File: src/rtl/esplink_pkg.sv
// Shared constants and types for the ESP debug-link soft-reset controller.
package esplink_pkg;

  // Register word offsets
  localparam logic [2:0] CMD      = 3'd0;
  localparam logic [2:0] STATUS   = 3'd1;
  localparam logic [2:0] DURATION = 3'd2;
  localparam logic [2:0] ABORT    = 3'd3;
  localparam logic [2:0] ID       = 3'd4;
  localparam logic [2:0] NREG     = 3'd5;

  // Identification word returned from the ID register
  localparam logic [31:0] ESPLINK_SRST_ID = 32'h5352_0002;

  // Decoded register selection
  typedef enum logic [2:0] {
    SEL_CMD,
    SEL_STATUS,
    SEL_DURATION,
    SEL_ABORT,
    SEL_ID,
    SEL_NONE
  } reg_sel_e;

endpackage

File: src/rtl/esplink_srst_chan.sv
// One soft-reset channel: pulse counter with abort > trigger > countdown priority.
module esplink_srst_chan
  import esplink_pkg::*;
#(
  parameter int CNT_W = 20
) (
  input  logic             clk,
  input  logic             rstn,
  input  logic             trig,
  input  logic             abort,
  input  logic [CNT_W-1:0] dur,
  output logic             active
);

  logic             active_q, active_d;
  logic [CNT_W-1:0] cnt_q, cnt_d;

  // Next state: abort beats trigger, trigger reloads (retrigger extends), else count down
  always_comb begin
    active_d = active_q;
    cnt_d    = cnt_q;
    if (abort) begin
      active_d = 1'b0;
    end else if (trig) begin
      active_d = 1'b1;
      cnt_d    = dur - CNT_W'(1);
    end else if (active_q) begin
      if (cnt_q == '0) begin
        active_d = 1'b0;
      end else begin
        cnt_d = cnt_q - CNT_W'(1);
      end
    end
  end

  // Channel state register; reset ends any pulse in progress
  always_ff @(posedge clk) begin
    if (!rstn) begin
      active_q <= 1'b0;
      cnt_q    <= '0;
    end else begin
      active_q <= active_d;
      cnt_q    <= cnt_d;
    end
  end

  assign active = active_q;

endmodule

File: src/rtl/esplink_srst_mc.sv
// APB slave driving NCH programmable-width soft-reset pulses.
module esplink_srst_mc
  import esplink_pkg::*;
#(
  parameter int APB_DW     = 32,
  parameter int APB_AW     = 32,
  parameter int REV_ENDIAN = 0,
  parameter int NCH        = 4,
  parameter int CNT_W      = 20,
  parameter logic [CNT_W-1:0] DEFAULT_CYCLES = 20'hFFFFF
) (
  input  logic              clk,
  input  logic              rstn,
  input  logic              psel,
  input  logic              penable,
  input  logic              pwrite,
  input  logic [APB_AW-1:0] paddr,
  input  logic [APB_DW-1:0] pwdata,
  output logic              pready,
  output logic              pslverr,
  output logic [APB_DW-1:0] prdata,
  output logic [NCH-1:0]    srst
);

  localparam int LSB = $clog2(APB_DW / 8);

  function automatic logic [APB_DW-1:0] byte_rev(input logic [APB_DW-1:0] d);
    logic [APB_DW-1:0] r;
    r = '0;
    for (int i = 0; i < APB_DW / 8; i++) begin
      r[8*i +: 8] = d[APB_DW-8-8*i +: 8];
    end
    return r;
  endfunction

  logic [APB_DW-1:0] wdata;
  logic [APB_DW-1:0] rdata_raw;
  logic [2:0]        offset;
  reg_sel_e          sel;
  logic              access, err, wr_ok;
  logic [NCH-1:0]    trig, abort, active;
  logic [CNT_W-1:0]  dur_q, dur_d, dur_eff;
  logic              unused_bits;

  assign wdata  = (REV_ENDIAN != 0) ? byte_rev(pwdata) : pwdata;
  assign offset = paddr[LSB+2:LSB];
  assign access = psel & penable;

  // Word offset to register selection
  always_comb begin
    sel = SEL_NONE;
    case (offset)
      CMD:      sel = SEL_CMD;
      STATUS:   sel = SEL_STATUS;
      DURATION: sel = SEL_DURATION;
      ABORT:    sel = SEL_ABORT;
      ID:       sel = SEL_ID;
      default:  sel = SEL_NONE;
    endcase
  end

  // Invalid offsets and writes to read-only registers are rejected without side effects
  assign err   = access & ((sel == SEL_NONE) |
                           (pwrite & ((sel == SEL_STATUS) | (sel == SEL_ID))));
  assign wr_ok = access & pwrite & ~err;

  assign trig  = (wr_ok && sel == SEL_CMD)   ? wdata[NCH-1:0] : '0;
  assign abort = (wr_ok && sel == SEL_ABORT) ? wdata[NCH-1:0] : '0;

  // DURATION next value; only the low CNT_W bits are stored
  always_comb begin
    dur_d = dur_q;
    if (wr_ok && sel == SEL_DURATION) begin
      dur_d = wdata[CNT_W-1:0];
    end
  end

  // DURATION register
  always_ff @(posedge clk) begin
    if (!rstn) begin
      dur_q <= DEFAULT_CYCLES;
    end else begin
      dur_q <= dur_d;
    end
  end

  // A zero duration still produces a single-cycle pulse
  assign dur_eff = (dur_q == '0) ? CNT_W'(1) : dur_q;

  for (genvar g = 0; g < NCH; g++) begin : g_chan
    esplink_srst_chan #(.CNT_W(CNT_W)) u_chan (
      .clk    (clk),
      .rstn   (rstn),
      .trig   (trig[g]),
      .abort  (abort[g]),
      .dur    (dur_eff),
      .active (active[g])
    );
  end

  // Read mux; write-only and erroring accesses return zero
  always_comb begin
    rdata_raw = '0;
    if (!err) begin
      case (sel)
        SEL_STATUS:   rdata_raw[NCH-1:0]   = active;
        SEL_DURATION: rdata_raw[CNT_W-1:0] = dur_q;
        SEL_ID:       rdata_raw            = APB_DW'(ESPLINK_SRST_ID);
        default:      rdata_raw            = '0;
      endcase
    end
  end

  assign prdata  = (REV_ENDIAN != 0) ? byte_rev(rdata_raw) : rdata_raw;
  assign pslverr = err;
  assign pready  = 1'b1;
  assign srst    = active;

  // Address bits outside the word offset and upper data bits carry no meaning here
  assign unused_bits = ^{paddr, wdata};

endmodule

File: config.mk
export PLATFORM = sky130hd
export DESIGN_NAME = esplink_srst_mc
export DESIGN_NICKNAME = d
export VERILOG_FILES = /design/src/rtl/esplink_pkg.sv /design/src/rtl/esplink_srst_chan.sv /design/src/rtl/esplink_srst_mc.sv
export SDC_FILE = /design/constraint.sdc
export NUM_CORES = 1
export LEC_CHECK = 0
export ABC_AREA = 1
export BUFFER_PORTS_ARGS = -buffer_cell sky130_fd_sc_hd__clkbuf_2
export CAP_MARGIN = 10
export CELL_PAD_IN_SITES_DETAIL_PLACEMENT = 0
export CELL_PAD_IN_SITES_GLOBAL_PLACEMENT = 1
export CORE_MARGIN = 4
export CORE_UTILIZATION = 44
export CTS_CLUSTER_SIZE = 16
export DETAILED_ROUTE_END_ITERATION = 8
export GPL_ROUTABILITY_DRIVEN = 0
export GPL_TIMING_DRIVEN = 0
export PLACE_DENSITY = 0.85
export SLEW_MARGIN = 0
export SYNTH_ARGS = -nofsm -noshare
export SYNTH_HDL_FRONTEND = slang
export SYNTH_SLANG_ARGS = --single-unit
File: constraint.sdc
create_clock -name clk -period 4.4 [get_ports clk]
set_input_delay 0 -clock clk [delete_from_list [all_inputs] [get_ports clk]]
set_output_delay 0 -clock clk [all_outputs]
set_load 0.005 [all_outputs]
==> reports/results.tsv <==
metric	value	unit
status	finished clean	
vdd_drop_max	0.1944	mV
grt_pass1_wl	40250	um
antenna_cells	0	
die_x	137.7	um
path_class	flip-flop to flip-flop	
ys_seq_elements	104	
ys_top_cells_by_area	dfxtp_1 28%, nand2_1 13%, nor2_1 8.7%	
period_minus_slack	3.278	ns
via_per_inst	5.327	
drt_first_pass_iters	5	
cts_tree	built	
setup_viol	0	
ant_nets	0	
clk_latency	0.36	ns
dieHeight	137.7	um
cts-buffers-inserted	9	
grt_pass1_vias	7410	
finalMaxSlewViolations	0	
synth_most_common_cell	nand2_1	
min_period_over_period	0.7450	
rrSetupSlack	1.12	ns
clkTransAtPathRegs	0.07	ns
leakage	4.203	nW
crit_required	4.64	ns
die_area	18950	sq um
antenna_found_initial	0	
synth_seq_area_share	0.2815	
drv_cap	0	
seq_area	2082	sq um
core_area	16520	sq um
synth_common_cells	259 x nand2_1, 172 x nor2_1, 147 x inv_1	
crit_path_max_fanout	9	
cts_root_buf	clkbuf_16	
io_buffers	57	
hold_viol	0	
worstSetupStartpointType	flip-flop	
crit_arrival	3.52	ns
cts_max_level	3	
reg2reg_from	dur_q[17]	
post_cts_resized	0	
worst_pin_slew	1.018	ns
grt_max_degree	16	
grt_usage	0.2790	
clockBufferDepth	2	
synth-async-reset-ratio	0	
setup_tns	0	ns
drt_iter0_markers	673	
rsz0062_at_grt	false	
relSlewSlack	0.3190	
min-delay-start	rstn	
yosys.area.top_type_share	0.2815	
synthDistinctLibCells	45	
multi_input_area	4350	sq um
syn_to_final_growth	14.70	%
cts_hold_buf	20	
postSynthCellCount	1195	
pin_count	107	
fmaxAchievable	305.1	MHz
routed_wl	25730	um
overflow	0	
clock_sinks	104	
fin_util	0.5134	
rows	47	
avgSynthCellArea	6.190	sq um
synth_top_area_cell	dfxtp_1	
ys_warn_count	0	
fill_cells	1738	
ys_dominant_reg_cell	dfxtp_1	
num_vias	8054	
synth_edf_count	0	
postCtsSetupRepairBufs	0	
startpoint	dur_q[17]	
power_density	227.3	nW/um^2
drc	0	
finalClockSkew	0.01059	ns
post_drt_wl_per_cell	17.02	um
drive_above_1_share	0.1223	
syn_area	7397	sq um
critPathCaptureType	flip-flop	
hpwl	18860	um
start_util	0.4476	
worstHoldPathType	input port to flip-flop	
nets	1362	
## area by class of cell
| type | instances | share of cell area |
|---|---|---|
| Multi-Input combinational cell | 881 | 0.5128 |
| Timing Repair Buffer | 77 | 0.05722 |
| Clock inverter | 2 | 0.004424 |
| Buffer | 61 | 0.04690 |
| Tap cell | 220 | 0.03244 |
| Clock buffer | 13 | 0.03185 |
| Sequential cell | 104 | 0.2454 |
| Inverter | 154 | 0.06902 |
## registers in the layout, summed over array words and instances, names as in the netlist
register / count
g_chan.u_chan.active: 4
g_chan.u_chan.cnt_q: 80
dur_q: 20
## critical path, cell delays in order (launching register included)
cell and delay (ns):
dfxtp_1 0.36, inv_1 0.13, nand2_1 0.14, nor2_1 0.07, nand3_2 0.15, nand2_2 0.23
inv_1 0.20, ha_1 0.23, nand2_1 0.15, nor3_1 0.30, xor2_1 0.81, nor2_1 0.08
a211oi_1 0.24, nor2_1 0.06
## stage by stage
stage          setup slack [ns]  area, sq um  total power, W  hold WS [ns]  cells
6_report                  1.122         8484        0.001928        0.2576   1512
5_1_grt                  0.9795         8484        0.001990        0.2458   1512
4_1_cts                   1.179         8484        0.001943        0.2138   1512
3_5_place_dp              1.197         7976        0.001074        0.2227   1477
3_3_place_gp              1.164         7976        0.001075        0.2175   1477
2_1_floorplan             2.297         7416        0.001022        0.1304   1200
## path summary, 6_finish.rpt
kind                                                   end  cells after the start
worst max register to register  g_chan[2].u_chan.cnt_q[12]                     13
worst max-delay path            g_chan[2].u_chan.cnt_q[12]                     13
worst min register to register  g_chan[0].u_chan.cnt_q[15]                      2
worst min-delay path             g_chan[2].u_chan.cnt_q[9]                      3
## cell families (layout without fill, tap and decap cells)
group,count (synthesis),after routing,share of synthesized area
simple gates,626,626,0.3750
buf+inv,215,307,0.1330
compound gates,213,213,0.1656
flops,104,104,0.2815
xor+xnor,30,30,0.03552
fa+ha+maj,5,5,0.008457
other cells,2,7,0.001015
## where the power goes
part	leakage [nW]	total (W)	internal, W	switching, W
Sequential	0.838	0.000945	0.000943	0.00000221
Combinational	3.22	0.000123	0.0000469	0.0000761
Clock	0.148	0.000860	0.000486	0.000374
## cells in the final DEF, fill, tap and decap left out, types with 20 or more instances in the layout
master	count
nand3_1	121
clkbuf_2	57
dlygate4sd3_1	20
clkbuf_1	24
o211ai_1	25
o21ai_0	79
dfxtp_1	104
nor2_1	172
a21oi_1	75
inv_1	147
nand2_1	259
xor2_1	27
## routing by layer
layer	GRT usage	wire length [um]
met3	0.04711	1729
met2	0.4550	11900
met1	0.3752	11450
met4	0.08869	657
met5	0	0
(Power assumes the default switching activity.)
